**src/rtl/eth_reset_sequencer_if.sv**
```systemverilog
// ---------------------------------------------------------------------------
// eth_reset_sequencer_if
// Bundles the board-side inputs and the reset outputs of eth_reset_sequencer.
//   board_resetn_in  raw board reset, active-low, asynchronous
//   pll_locked       PLL lock, asynchronous
//   ch_rst_req_n     raw per-port reset buttons, active-low, asynchronous
//   phy_resetn       PHY hardware resets, active-low
//   mac_reset        MAC/fabric resets, active-high
//   sys_ready        global RUN with every port running
//   seq_state        global state: 00 HOLD, 01 POR, 10 SETTLE, 11 RUN
//   heartbeat        free-running heartbeat
// Modports: master = the sequencer, slave = the board/PLL side.
// ---------------------------------------------------------------------------
interface eth_reset_sequencer_if #(
    parameter int NUM_CH = 2
);
    logic              board_resetn_in;
    logic              pll_locked;
    logic [NUM_CH-1:0] ch_rst_req_n;
    logic [NUM_CH-1:0] phy_resetn;
    logic [NUM_CH-1:0] mac_reset;
    logic              sys_ready;
    logic [1:0]        seq_state;
    logic              heartbeat;

    modport master (
        input  board_resetn_in, pll_locked, ch_rst_req_n,
        output phy_resetn, mac_reset, sys_ready, seq_state, heartbeat
    );

    modport slave (
        output board_resetn_in, pll_locked, ch_rst_req_n,
        input  phy_resetn, mac_reset, sys_ready, seq_state, heartbeat
    );
endinterface

```
**src/rtl/eth_reset_sequencer.sv**
```systemverilog
// ---------------------------------------------------------------------------
// eth_reset_sequencer
// Board/PHY/MAC reset sequencer for multi-port TSE designs. Debounces the
// board reset and per-port request buttons, gates on PLL lock, then runs a
// PHY POR -> settle -> MAC release sequence. In RUN each port can be
// re-sequenced on its own by a falling edge of its request button.
// Ports:
//   clk    system clock (clk_50_max10)
//   reset  synchronous, active-high reset
//   bus    eth_reset_sequencer_if.master (board inputs, reset outputs)
// Optional feature macro: ETH_RST_STAGGER_EN -- port i leaves PHY reset
//   i*STAGGER_CYCLES after port 0 and the SETTLE count starts at the last
//   release. Undefined: all ports are released on the same edge.
// ---------------------------------------------------------------------------
module eth_reset_sequencer #(
    parameter int NUM_CH         = 2,
    parameter int DB_CYCLES      = 50000,
    parameter int POR_CYCLES     = 1048576,
    parameter int SETTLE_CYCLES  = 250000,
    parameter int PULSE_CYCLES   = 500000,
    parameter int STAGGER_CYCLES = 50000,
    parameter int HB_BIT         = 25
) (
    input  logic                 clk,
    input  logic                 reset,
    eth_reset_sequencer_if.master bus
);

`ifdef ETH_RST_STAGGER_EN
    localparam int STG_CYCLES = STAGGER_CYCLES;
`else
    // Stagger disabled: every port shares offset 0.
    localparam int STG_CYCLES = 0 * STAGGER_CYCLES;
`endif

    // SETTLE covers the staggered releases plus the settle time proper.
    localparam int SET_TOTAL = (NUM_CH - 1) * STG_CYCLES + SETTLE_CYCLES;
    localparam int GCNT_MAX  = (POR_CYCLES > SET_TOTAL) ? POR_CYCLES : SET_TOTAL;
    localparam int GCNT_W    = $clog2(GCNT_MAX + 1);
    localparam int CCNT_MAX  = (PULSE_CYCLES > SETTLE_CYCLES) ? PULSE_CYCLES : SETTLE_CYCLES;
    localparam int CCNT_W    = $clog2(CCNT_MAX + 1);
    localparam int DB_W      = $clog2(DB_CYCLES + 1);
    localparam int NUM_DB    = NUM_CH + 1;   // bit 0 board, bits 1.. requests

    localparam logic [GCNT_W-1:0] POR_LAST   = GCNT_W'(POR_CYCLES - 1);
    localparam logic [GCNT_W-1:0] SET_LAST   = GCNT_W'(SET_TOTAL - 1);
    localparam logic [CCNT_W-1:0] PULSE_LAST = CCNT_W'(PULSE_CYCLES - 1);
    localparam logic [CCNT_W-1:0] CSET_LAST  = CCNT_W'(SETTLE_CYCLES - 1);
    localparam logic [DB_W-1:0]   DB_LAST    = DB_W'(DB_CYCLES - 1);

    // Board resets idle asserted, buttons idle released.
    localparam logic [NUM_DB-1:0] SYNC_RST = {{NUM_CH{1'b1}}, 1'b0};

    localparam logic [1:0] ST_HOLD   = 2'b00;
    localparam logic [1:0] ST_POR    = 2'b01;
    localparam logic [1:0] ST_SETTLE = 2'b10;
    localparam logic [1:0] ST_RUN    = 2'b11;

    localparam logic [1:0] CH_RUN    = 2'b00;
    localparam logic [1:0] CH_PULSE  = 2'b01;
    localparam logic [1:0] CH_SETTLE = 2'b10;

    // ---------------- input synchronisers ----------------
    logic [NUM_DB-1:0] raw_in;
    logic [NUM_DB-1:0] meta_reg, sync_reg;
    logic              lock_meta_reg, lock_sync_reg;

    assign raw_in = {bus.ch_rst_req_n, bus.board_resetn_in};

    always_ff @(posedge clk) begin
        if (reset) begin
            meta_reg      <= SYNC_RST;
            sync_reg      <= SYNC_RST;
            lock_meta_reg <= 1'b0;
            lock_sync_reg <= 1'b0;
        end else begin
            meta_reg      <= raw_in;
            sync_reg      <= meta_reg;
            lock_meta_reg <= bus.pll_locked;
            lock_sync_reg <= lock_meta_reg;
        end
    end

    // ---------------- debouncers ----------------
    // The output only moves after DB_CYCLES consecutive samples that differ
    // from it; a single agreeing sample clears the count.
    logic [NUM_DB-1:0] db_vec;

    generate
        for (genvar gi = 0; gi < NUM_DB; gi++) begin : g_db
            logic [DB_W-1:0] db_cnt_reg;
            logic            db_bit_reg;

            always_ff @(posedge clk) begin
                if (reset) begin
                    db_cnt_reg <= '0;
                    db_bit_reg <= (gi != 0);
                end else if (sync_reg[gi] == db_bit_reg) begin
                    db_cnt_reg <= '0;
                end else if (db_cnt_reg == DB_LAST) begin
                    db_bit_reg <= sync_reg[gi];
                    db_cnt_reg <= '0;
                end else begin
                    db_cnt_reg <= db_cnt_reg + DB_W'(1);
                end
            end

            assign db_vec[gi] = db_bit_reg;
        end
    endgenerate

    // ---------------- global FSM ----------------
    logic [1:0]        state_reg, state_next;
    logic [GCNT_W-1:0] gcnt_reg, gcnt_next;
    logic              power_ok;

    assign power_ok = db_vec[0] & lock_sync_reg;

    always_comb begin
        state_next = state_reg;
        gcnt_next  = gcnt_reg;
        case (state_reg)
            ST_HOLD: begin
                gcnt_next = '0;
                if (power_ok) state_next = ST_POR;
            end
            ST_POR: begin
                if (gcnt_reg == POR_LAST) begin
                    state_next = ST_SETTLE;
                    gcnt_next  = '0;
                end else begin
                    gcnt_next = gcnt_reg + GCNT_W'(1);
                end
            end
            ST_SETTLE: begin
                if (gcnt_reg == SET_LAST) begin
                    state_next = ST_RUN;
                    gcnt_next  = '0;
                end else begin
                    gcnt_next = gcnt_reg + GCNT_W'(1);
                end
            end
            default: gcnt_next = '0;
        endcase
        // Losing board reset or lock aborts whatever is in flight.
        if (state_reg != ST_HOLD && !power_ok) begin
            state_next = ST_HOLD;
            gcnt_next  = '0;
        end
    end

    // ---------------- per-port FSMs and output registers ----------------
    logic [NUM_CH-1:0] ch_run_next;

    generate
        for (genvar gi = 0; gi < NUM_CH; gi++) begin : g_ch
            logic [1:0]        ch_state_reg, ch_state_next;
            logic [CCNT_W-1:0] ch_cnt_reg, ch_cnt_next;
            logic              prev_reg, phy_bit_reg, mac_bit_reg;
            logic              req_fall, g_release;

            assign req_fall = prev_reg & ~db_vec[gi + 1];

            // Global part of this port's PHY release; in SETTLE port gi is
            // released once the count reaches its stagger offset.
            assign g_release = (state_next == ST_RUN) ||
                               ((state_next == ST_SETTLE) &&
                                (int'(gcnt_next) >= gi * STG_CYCLES));

            always_comb begin
                ch_state_next = ch_state_reg;
                ch_cnt_next   = ch_cnt_reg;
                if (state_reg != ST_RUN || state_next != ST_RUN) begin
                    ch_state_next = CH_RUN;
                    ch_cnt_next   = '0;
                end else begin
                    case (ch_state_reg)
                        CH_RUN: begin
                            ch_cnt_next = '0;
                            if (req_fall) ch_state_next = CH_PULSE;
                        end
                        CH_PULSE: begin
                            if (ch_cnt_reg == PULSE_LAST) begin
                                ch_state_next = CH_SETTLE;
                                ch_cnt_next   = '0;
                            end else begin
                                ch_cnt_next = ch_cnt_reg + CCNT_W'(1);
                            end
                        end
                        CH_SETTLE: begin
                            if (ch_cnt_reg == CSET_LAST) begin
                                ch_state_next = CH_RUN;
                                ch_cnt_next   = '0;
                            end else begin
                                ch_cnt_next = ch_cnt_reg + CCNT_W'(1);
                            end
                        end
                        default: begin
                            ch_state_next = CH_RUN;
                            ch_cnt_next   = '0;
                        end
                    endcase
                end
            end

            always_ff @(posedge clk) begin
                if (reset) begin
                    ch_state_reg <= CH_RUN;
                    ch_cnt_reg   <= '0;
                    prev_reg     <= 1'b1;
                    phy_bit_reg  <= 1'b0;
                    mac_bit_reg  <= 1'b1;
                end else begin
                    ch_state_reg <= ch_state_next;
                    ch_cnt_reg   <= ch_cnt_next;
                    prev_reg     <= db_vec[gi + 1];
                    phy_bit_reg  <= g_release && (ch_state_next != CH_PULSE);
                    mac_bit_reg  <= (state_next != ST_RUN) || (ch_state_next != CH_RUN);
                end
            end

            assign ch_run_next[gi]   = (ch_state_next == CH_RUN);
            assign bus.phy_resetn[gi] = phy_bit_reg;
            assign bus.mac_reset[gi]  = mac_bit_reg;
        end
    endgenerate

    // ---------------- state, ready and heartbeat registers ----------------
    logic [HB_BIT:0] hb_cnt_reg;
    logic            sys_ready_reg;

    always_ff @(posedge clk) begin
        if (reset) begin
            state_reg     <= ST_HOLD;
            gcnt_reg      <= '0;
            sys_ready_reg <= 1'b0;
            hb_cnt_reg    <= '0;
        end else begin
            state_reg     <= state_next;
            gcnt_reg      <= gcnt_next;
            sys_ready_reg <= (state_next == ST_RUN) && (&ch_run_next);
            hb_cnt_reg    <= hb_cnt_reg + (HB_BIT + 1)'(1);
        end
    end

    assign bus.sys_ready = sys_ready_reg;
    assign bus.seq_state = state_reg;
    assign bus.heartbeat = hb_cnt_reg[HB_BIT];

endmodule
```
**src/flat_wrapper.sv**
```systemverilog
// flat-port wrapper written by rule: the top's interface ports become plain ports
module eth_reset_sequencer_flat 
#(
    parameter int NUM_CH         = 2,
    parameter int DB_CYCLES      = 50000,
    parameter int POR_CYCLES     = 1048576,
    parameter int SETTLE_CYCLES  = 250000,
    parameter int PULSE_CYCLES   = 500000,
    parameter int STAGGER_CYCLES = 50000,
    parameter int HB_BIT         = 25
)
  (clk, reset, bus_board_resetn_in, bus_pll_locked, bus_ch_rst_req_n, bus_phy_resetn, bus_mac_reset, bus_sys_ready, bus_seq_state, bus_heartbeat);
  eth_reset_sequencer_if #(.NUM_CH(NUM_CH)) bus_i ();
  input  logic clk;
  input  logic reset;
  input wire logic [$bits(bus_i.board_resetn_in)-1:0] bus_board_resetn_in;
  input wire logic [$bits(bus_i.pll_locked)-1:0] bus_pll_locked;
  input wire logic [$bits(bus_i.ch_rst_req_n)-1:0] bus_ch_rst_req_n;
  output wire logic [$bits(bus_i.phy_resetn)-1:0] bus_phy_resetn;
  output wire logic [$bits(bus_i.mac_reset)-1:0] bus_mac_reset;
  output wire logic [$bits(bus_i.sys_ready)-1:0] bus_sys_ready;
  output wire logic [$bits(bus_i.seq_state)-1:0] bus_seq_state;
  output wire logic [$bits(bus_i.heartbeat)-1:0] bus_heartbeat;
  assign bus_i.board_resetn_in = bus_board_resetn_in;
  assign bus_i.pll_locked = bus_pll_locked;
  assign bus_i.ch_rst_req_n = bus_ch_rst_req_n;
  assign bus_phy_resetn = bus_i.phy_resetn;
  assign bus_mac_reset = bus_i.mac_reset;
  assign bus_sys_ready = bus_i.sys_ready;
  assign bus_seq_state = bus_i.seq_state;
  assign bus_heartbeat = bus_i.heartbeat;
  eth_reset_sequencer #(.NUM_CH(NUM_CH), .DB_CYCLES(DB_CYCLES), .POR_CYCLES(POR_CYCLES), .SETTLE_CYCLES(SETTLE_CYCLES), .PULSE_CYCLES(PULSE_CYCLES), .STAGGER_CYCLES(STAGGER_CYCLES), .HB_BIT(HB_BIT)) u_core (.clk(clk), .reset(reset), .bus(bus_i));
endmodule
```
**config.mk**
```make
export PLATFORM = sky130hd
export DESIGN_NAME = eth_reset_sequencer_flat
export DESIGN_NICKNAME = d
export VERILOG_FILES = /design/src/rtl/eth_reset_sequencer_if.sv /design/src/rtl/eth_reset_sequencer.sv /design/src/flat_wrapper.sv
export SDC_FILE = /design/constraint.sdc
export NUM_CORES = 1
export LEC_CHECK = 0
export ABC_AREA = 1
export BUFFER_PORTS_ARGS = -buffer_cell sky130_fd_sc_hd__buf_4
export CAP_MARGIN = 20
export CORE_AREA = 2 2 127 129
export CTS_CLUSTER_SIZE = 24
export DETAILED_ROUTE_END_ITERATION = 10
export DIE_AREA = 0 0 129 131
export PLACE_DENSITY = 0.71
export SLEW_MARGIN = 20
export SYNTH_ARGS = -nofsm -noshare
export SYNTH_HDL_FRONTEND = slang
export SYNTH_SLANG_ARGS = --single-unit
```
**constraint.sdc**
```tcl
create_clock -name clk -period 2.6 [get_ports clk]
set_clock_uncertainty 0.2 [all_clocks]
set_input_delay 0.52 -clock clk [delete_from_list [all_inputs] [get_ports clk]]
set_output_delay 0.52 -clock clk [all_outputs]
set_load 0.01 [all_outputs]
```
# [After elaboration in Yosys (flattened, before gate mapping)]
# Cells that the tools add are included.
[totals] elab_cells=113 out_inout_bits=8 regBits=157
[op_classes] bitwise=8 eq_ne=24 mux=24 n_reduce_logical=26 addsub=7
[op_table] cell="$mux 19" n=4
[op_table] cell="$pmux 19 s2" n=2
[op_table] cell="$add 16x1->16 const B" n=3
[op_table] cell="$eq 16x16->1 const B" n=3
[op_table] cell="$mux 21" n=2
[op_table] cell="$pmux 21 s2" n=1
[op_table] cell="$add 19x1->19 const B" n=2
[op_table] cell="$eq 19x18->1 const B" n=2
[op_table] cell="$eq 19x19->1 const B" n=2
[op_table] cell="$add 26x1->26 const B" n=1
[op_table] cell="$mux 2" n=12
[op_table] cell="$add 21x1->21 const B" n=1
[op_table] cell="$eq 21x18->1 const B" n=1
[op_table] cell="$eq 21x20->1 const B" n=1
[op_table] cell="$pmux 2 s3" n=3
[op_table] cell="$eq 2x2->1 const B" n=5
[op_table] cell="$logic_not 2->1" n=5
[op_table] cell="$reduce_or 3->1" n=3
[op_table] cell="$reduce_and 2->1" n=4
[op_table] cell="$eq 2x1->1 const B" n=3
[op_table] cell="$reduce_bool 2->1" n=3
[op_table] cell="$not 1->1" n=5
[op_table] cell="$logic_and 1x1->1" n=4
[op_table] cell="$logic_or 1x1->1" n=4
[op_table] cell="other kinds (6)" n=13

# [Longest topological paths before layout]
# Gate-level depths: netlist of run 1.
[depth] ltp_word=10 ltp_mapped=13 ltp_nobuf=13

# [Least setup slack after synthesis of run 1]
# Ideal clock, no wire load.
[synth_path] kind="register to register" start="register u_core.g_ch[0].ch_cnt_reg[0]" end="register u_core.g_ch[0].ch_cnt_reg[18]" arrival_ns=1.685 path_stages_with_launch=11 slack_ns=0.595 period_less_slack_ns=2.005 t_required_ns=2.280 setup_ns=0.120 path_cell_list="dfxtp_1 > ha_1 > nand2_1 > nor2_1 > nand3_1 > nor3_1 > nand2_1 > nor2_1 > nand2_1 > xor2_1 > nor2_4"
[synth_between] elab_chain_cells=3
[synth_lines] item="from (decl)" line="eth_reset_sequencer.sv:158" source="logic [CCNT_W-1:0] ch_cnt_reg, ch_cnt_next;"
[synth_lines] item="from (signal assigned)" line="eth_reset_sequencer.sv:215" source="ch_cnt_reg <= ch_cnt_next;"
[synth_lines] item="$add 19x1->19, or another cell as far along" line="eth_reset_sequencer.sv:187, eth_reset_sequencer.sv:195"
[synth_lines] item="$mux 19 (on tied branches)" line="eth_reset_sequencer.sv:191, eth_reset_sequencer.sv:183"
[synth_lines] item="$pmux 19 s2 (*)" line="eth_reset_sequencer.sv:177" source="case (ch_state_reg)"
# Every way passes the cells marked *; elsewhere a longest branch is shown, timed or not.
# A chain may end at the register's enable or synchronous reset.

# [Worst setup path in the final report of run 1]
[layout_path] start="register u_core.g_db[1].db_cnt_reg[0]" end="register u_core.g_db[1].db_cnt_reg[10]"
[layout_between] elab_chain_cells=2
[layout_lines] item="from (decl)" line="eth_reset_sequencer.sv:91" source="logic [DB_W-1:0] db_cnt_reg;"
[layout_lines] item="from (signal assigned)" line="eth_reset_sequencer.sv:104" source="db_cnt_reg <= db_cnt_reg + DB_W'(1);"
[layout_lines] item="parallel branches: the longest is 2 deep, another holds $add 16x1->16"
# Several ways; the timed one is not identified.

==> run_results.csv, run 1 <==
group,metric,value,unit
layout,fin_util,54.3,%
layout,num-fill-cells,1507,
power,leakagePower,2.88,nW
floorplanning,fp.dieW,129,microns
worst_setup_path,crit_family,"simple AND/OR/NAND/NOR gates",
worst_setup_path,cp_cell_sequence,"ha_1 -> nand2_1 -> inv_1 -> nand2_1 -> or2_2 -> nor4_2 -> nor2_1 -> inv_1 -> a21oi_1 -> o21a_1",
clock_tree,clk-insertion-delay-late,0.43,ns
worst_setup_path,critPathCaptureType,"flip-flop",
worst_setup_path,cp_slowest_cell,"dfxtp_1",
sta,rsz0062_at_grt,"false",
clock_tree,cts_buffers,17,
drt,drc,0,
layout,final_area,8460,sq um
layout,multiInputGateArea,3810,sq um
worst_setup_path,cp.depth,10,
synthesis,post_synth_inst_count,1048,
sta,worstMarginPinSlew,0.619,ns
global_route,grt_max_degree,31,
synthesis,synth-simple-area-share,34.9,%
sta,hold_violations,0,
clock_tree,root_buffer,"clkbuf_16",
power,power.density,576,nW/um^2
power,combinationalPowerShare,1.0,%
sta,fmax,455,MHz
synthesis,ys_top_cells_by_area,"dfxtp_1 (41%), nor2_1 (9.3%), nand2_1 (8.9%), inv_1 (6.8%), xor2_1 (3.9%)",
floorplanning,io_pins,14,
clock_tree,clock-sinks,157,
layout,nets,1094,
power,p_seq_share,49.8,%
hold_path,hold_class,"in -> reg",
placed_design,detailed_place_hpwl,10100,microns
synthesis,synthTopCellsByCount,"nor2_1 (187), nand2_1 (179), dfxtp_1 (157), inv_1 (138)",
synthesis,ys_async_sr_fraction,0,%
power,p_int,3.90,mW
synthesis,ys_seq_area_share,41.4,%
synthesis,synth_most_common_cell,"nor2_1",
synthesis,synth_area_leader_cell,"dfxtp_1",
drt,drtPass1Iterations,5,
synthesis,synth_seq_cells,157,
sta,setup_ws,0.402,ns
floorplanning,start_util,48.6,%
synthesis,synthAdderAreaFrac,3.13,%
power,clockPowerShare,49.2,%
synthesis,netlist_area,7590,sq um
worst_setup_path,slowest_delay,0.36,ns
sta,fin_crit_sh,84.5,%
worst_setup_path,critPathKind,"reg -> reg",
clock_tree,clock_path_buffers,2,
global_route,grt_overflow,0,
clock_tree,hold_buffers,0,
layout,antenna_cells,0,
worst_setup_path,cp_max_fo,11,
synthesis,yosysTopAreaCellShare,41.4,%
drt,drtIter0Drc,292,
layout,largest_reg_flops,48,
layout,finalNonFillerCells,1294,
synthesis,synth_area_per_cell,7.24,sq um
job,drv_cap,0,
worst_setup_path,regToRegSetupSlack,0.40,ns
global_route,grt_pass1_wl,24900,microns
hold_path,hold-path-endpoint,"u_core.meta_reg[1]$_SDFF_PP1_",
clock_tree,clk_pin_slew,0.06,ns
global_route,groute.usage.overall,18.1,%
status,status,"completed",
hold_path,min_from,"bus_ch_rst_req_n[0]",
power,power,4.87,mW
placed_design,pre_cts_slack,0.375,ns
power,p_sw,972,uW
hold_path,min_path_cells,2,
power,ir_worst_vdd,0.452,mV
synthesis,synth_xor_area_share,5.31,%
worst_setup_path,cp_num_buf_inv,2,
synthesis,synth_top_flop_cell,"dfxtp_1",
sta,min_period,2.20,ns
power,switching_share,20.0,%
synthesis,synth-edff-count,0,
layout,regArea,3140,sq um
floorplanning,design.die.area,16900,sq um
synthesis,yosys.cell_types.count,44,
floorplanning,rows,46,
global_route,grt_antenna_before_repair,0,
layout,area_growth,11.5,%
worst_setup_path,worstPathArrival,2.32,ns
sta,slew-limit-headroom,58.4,%
sta,holdWs,0.0756,ns
synthesis,synth-compound-area-share,6.94,%
sta,final_max_slew_viol_count,0,
placed_design,place_inst,1266,
drt,vias_per_cell,4.86,
worst_setup_path,crit_path_start_kind,"flip-flop",
worst_setup_path,required,2.72,ns
worst_setup_path,r2r-start,"u_core.g_db[1].db_cnt_reg[0]$_SDFF_PP0_",
drt,route.vias.total,6287,
floorplanning,core_area,15600,sq um
clock_tree,htree_levels,4,
worst_setup_path,regToRegEndpoint,"u_core.g_db[1].db_cnt_reg[10]$_SDFF_PP0_",
clock_tree,ctsResizeCount,0,
synthesis,ys_warn_count,0,
clock_tree,cts_tree,"yes",
drt,wire_per_inst,10.7,microns
worst_setup_path,ff2ff_path_depth,10,
drt,totalWireLength,13900,microns
placed_design,gp_congestion,0.871,
sta,setup_violations,0,
floorplanning,die_h,131,microns
clock_tree,cts_setup_buffers,0,
placed_design,place_area,7900,sq um
synthesis,synth_top_family_by_area,"simple AND/OR/NAND/NOR gates",
synthesis,muxShareOfSynthArea,0,%
layout,drive_above_1_share,8.16,%
synthesis,synth_nets,1073,
sta,final.setup.tns,0,ns
global_route,grt_pass1_vias,5820,
placed_design,portBuffers,13,
drt,postRouteAntennaNets,0,
==> cells in the final DEF (no fill, tap or decap), types with 5 or more instances in the layout <==
cell / Yosys / layout
or2_2: 13 / 13
nand2_2: 5 / 5
nand3b_1: 7 / 7
nand4_1: 36 / 36
buf_4: 4 / 19
nor2_1: 187 / 187
nand3_1: 53 / 53
nor3_1: 45 / 45
xnor2_1: 12 / 12
xor2_1: 34 / 34
ha_1: 19 / 19
nand2_1: 179 / 179
nor3b_1: 9 / 9
clkbuf_16: 0 / 17
a21oi_1: 53 / 53
nor4_1: 14 / 14
nor2_4: 9 / 9
o21ai_0: 27 / 27
dfxtp_1: 157 / 157
inv_1: 138 / 138
==> area by class of cell <==
type / count / share of cell area [%]
tap: 216 / 3.19
timing repair buffer: 19 / 1.69
clock inverter: 7 / 1.08
multi-input combinational: 733 / 45.1
clock buffer: 21 / 5.56
inverter: 141 / 6.25
sequential: 157 / 37.1
==> per-layer routing <==
layer	up-vias	global-route usage [%]	wire (microns)
met1	2766	22.9	6920
met4	0	5.95	219
li1	3398	-	-
met2	105	30.3	6220
met5	-	0	0
met3	18	4.44	492
==> kinds of logic after synthesis <==
logic type,after synthesis
xor+xnor,46
fa+ha+maj,19
simple gates,571
buf+inv,158
compound gates,97
flops,157
==> power groups by stage <==
stage	Combinational (mW)	Sequential (mW)	Clock [mW]
6_report	0.0480	2.42	2.40
5_1_grt	0.0555	2.42	2.56
4_1_cts	0.0487	2.42	2.46
3_5_place_dp	0.0485	2.48	0
3_3_place_gp	0.0484	2.48	0
2_1_floorplan	0.0308	2.48	0
==> worst max-delay path by stage <==
stage                                                        from  slack (ns)                                        to
final                     u_core.g_db[1].db_cnt_reg[0]$_SDFF_PP0_        0.40  u_core.g_db[1].db_cnt_reg[10]$_SDFF_PP0_
after global routing      u_core.g_db[2].db_cnt_reg[0]$_SDFF_PP0_         0.1  u_core.g_db[2].db_cnt_reg[14]$_SDFF_PP0_
after CTS                           u_core.gcnt_reg[0]$_SDFF_PP0_        0.37   u_core.g_ch[0].ch_cnt_reg[5]$_SDFF_PP0_
after detailed placement            u_core.gcnt_reg[0]$_SDFF_PP0_        0.37  u_core.g_ch[1].ch_cnt_reg[16]$_SDFF_PP0_
after global placement              u_core.gcnt_reg[0]$_SDFF_PP0_        0.41             u_core.gcnt_reg[5]$_SDFF_PP0_
after floorplan           u_core.g_ch[0].ch_cnt_reg[0]$_SDFF_PP0_        0.60  u_core.g_ch[0].ch_cnt_reg[18]$_SDFF_PP0_
(Power assumes the default switching activity.)
==> run 2: changes to the inputs <==
==> constraint.sdc (replaced) <==
create_clock -name clk -period 2.1 [get_ports clk]
set_clock_uncertainty 0.2 [all_clocks]
set_input_delay 0.42 -clock clk [delete_from_list [all_inputs] [get_ports clk]]
set_output_delay 0.42 -clock clk [all_outputs]
set_load 0.01 [all_outputs]
==> run_results.csv, run 2 (same netlist as run 1, synthesis figures left out) <==
group,metric,value,unit
sta,final_max_slew_viol_count,0,
sta,fin_crit_sh,97.1,%
hold_path,hold_class,"reg -> reg",
power,clockPowerShare,50.3,%
power,power.density,672,nW/um^2
power,leakagePower,3.14,nW
worst_setup_path,slowest_delay,0.38,ns
power,p_int,4.94,mW
worst_setup_path,worstPathArrival,2.15,ns
clock_tree,htree_levels,4,
drt,top_layer_used,"met4",
layout,finalNonFillerCells,1348,
power,p_sw,1.25,mW
global_route,grt_overflow,0,
layout,fin_util,59.0,%
layout,nets,1145,
layout,num-fill-cells,1386,
clock_tree,cts_tree,"yes",
clock_tree,clock-sinks,157,
hold_path,min_path_cells,2,
drt,route.vias.total,6592,
drt,drc,0,
drt,drtPass1Iterations,5,
drt,drtIter0Drc,363,
worst_setup_path,critPathKind,"reg -> reg",
sta,hold_violations,0,
job,drv_cap,0,
sta,slew-limit-headroom,67.9,%
sta,min_period,2.04,ns
clock_tree,cts_buffers,17,
drt,met2_length,6970,microns
drt,wl_met1,7360,microns
drt,wire_per_inst,11.2,microns
placed_design,portBuffers,13,
power,combinationalPowerShare,1.2,%
worst_setup_path,crit_path_start_kind,"flip-flop",
drt,met3_length,518,microns
placed_design,detailed_place_hpwl,10600,microns
layout,drive_above_1_share,16.9,%
status,status,"completed",
power,ir_worst_vdd,0.609,mV
worst_setup_path,cp_cell_sequence,"ha_4 -> nand3_4 -> nor2_4 -> buf_4 -> buf_4 -> inv_1 -> nor3_1 -> a21oi_1 -> nor2_1 -> nor2_1",
drt,vias_per_cell,4.89,
floorplanning,die_h,131,microns
floorplanning,fp.dieW,129,microns
sta,setup_violations,0,
layout,layout_commonest_cell,"nand2_1",
global_route,grt_max_degree,27,
sta,worstMarginPinSlew,0.478,ns
floorplanning,start_util,48.6,%
layout,final_cell_mix,"nand2_1 (178), nor2_1 (170), dfxtp_1 (140), inv_1 (137), buf_4 (59)",
worst_setup_path,r2r-start,"u_core.gcnt_reg[0]$_SDFF_PP0_",
layout,antenna_cells,0,
placed_design,place_inst,1298,
clock_tree,root_buffer,"clkbuf_16",
drt,postRouteAntennaNets,0,
clock_tree,clk_pin_slew,0.06,ns
power,power,6.18,mW
global_route,groute.usage.overall,18.2,%
clock_tree,clock_path_buffers,2,
placed_design,gp_congestion,0.896,
power,switching_share,20.2,%
worst_setup_path,regToRegSetupSlack,0.06,ns
hold_path,min_from,"u_core.meta_reg[0]$_SDFF_PP0_",
layout,area_growth,21.4,%
global_route,grt_antenna_before_repair,0,
worst_setup_path,cp_slowest_cell,"nor3_1",
global_route,grt_pass1_wl,25000,microns
floorplanning,core_area,15600,sq um
drt,totalWireLength,15100,microns
hold_path,hold-path-endpoint,"u_core.sync_reg[0]$_SDFF_PP0_",
floorplanning,rows,46,
sta,rsz0062_at_grt,"true",
sta,fmax,491,MHz
worst_setup_path,ff2ff_path_depth,10,
worst_setup_path,cp_max_fo,4,
floorplanning,design.die.area,16900,sq um
clock_tree,clk-insertion-delay-late,0.43,ns
power,p_seq_share,48.5,%
worst_setup_path,critPathCaptureType,"flip-flop",
global_route,grt_pass1_vias,5910,
worst_setup_path,regToRegEndpoint,"u_core.gcnt_reg[20]$_SDFF_PP0_",
floorplanning,io_pins,14,
layout,largest_reg_flops,48,
worst_setup_path,required,2.21,ns
## run 2: worst max path at each step
stage                                                 start                                  endpoint  cells after the start
floorplan           u_core.g_ch[0].ch_cnt_reg[0]$_SDFF_PP0_  u_core.g_ch[0].ch_cnt_reg[18]$_SDFF_PP0_                     10
global placement              u_core.gcnt_reg[0]$_SDFF_PP0_  u_core.g_ch[1].ch_cnt_reg[18]$_SDFF_PP0_                     11
detailed placement            u_core.gcnt_reg[0]$_SDFF_PP0_  u_core.g_ch[1].ch_cnt_reg[16]$_SDFF_PP0_                     11
CTS                           u_core.gcnt_reg[0]$_SDFF_PP0_  u_core.g_ch[1].ch_cnt_reg[10]$_SDFF_PP0_                     11
global route        u_core.g_ch[0].ch_cnt_reg[0]$_SDFF_PP0_  u_core.g_ch[0].ch_cnt_reg[18]$_SDFF_PP0_                     10
finish                        u_core.gcnt_reg[0]$_SDFF_PP0_            u_core.gcnt_reg[20]$_SDFF_PP0_                     10
## run 2: cell type report
class                           instances  area [sq um]  area share, %
Timing Repair Buffer                   68           556           6.03
Clock inverter                          7           101           1.10
Sequential cell                       157          3170           34.4
Clock buffer                           24           502           5.45
Inverter                              141           529           5.75
Tap cell                              216           270           2.94
Multi-Input combinational cell        735          4080           44.3
## run 2: critical path, delay by kind of cell, from the launching register on
family	cells	cell delay, ns
and+or+nand+nor	5	0.79
buffers and inverters	3	0.29
DFF	1	0.36
AOI/OAI and AO/OA	1	0.12
adders and majority gates	1	0.15
## run 2: repair_timing
action / CTS / global route
hold buffers: 5 / 0
resized for setup: 0 / 77
buffers inserted: 0 / 12
cloned: 0 / 2
setup endpoints to repair: 30 / 97
pin swaps: 0 / 13
endpoints found under the hold margin: 5 / 0
## run 2: power groups by stage
stage | Sequential [mW] | Clock [mW] | Combinational (mW)
final | 3.00 | 3.11 | 0.0756
after global routing | 3.00 | 3.32 | 0.0856
after CTS | 3.00 | 3.20 | 0.0745
after detailed placement | 3.07 | 0 | 0.0672
after global placement | 3.07 | 0 | 0.0665
after floorplan | 3.07 | 0 | 0.0381
## run 2: per-stage QoR
| step | hold WS [ns] | setup WS, ns | cell area [sq um] | TNS (ns) |
|---|---|---|---|---|
| after floorplan | 0.188 | 0.0951 | 7590 | 0 |
| after global placement | 0.192 | 0.0523 | 8150 | 0 |
| after detailed placement | 0.194 | -0.0303 | 8150 | -0.163 |
| after CTS | 0.203 | -0.0403 | 8810 | -0.497 |
| after global routing | 0.226 | -0.0605 | 9210 | -0.330 |
| final | 0.200 | 0.0613 | 9210 | 0 |
## run 2: metal layers
| metal | vias up | track usage (%) |
|---|---|---|
| met4 | 0 | 7.23 |
| li1 | 3517 | - |
| met2 | 95 | 30.5 |
| met1 | 2960 | 22.6 |
| met3 | 20 | 4.64 |
| met5 | - | 0 |
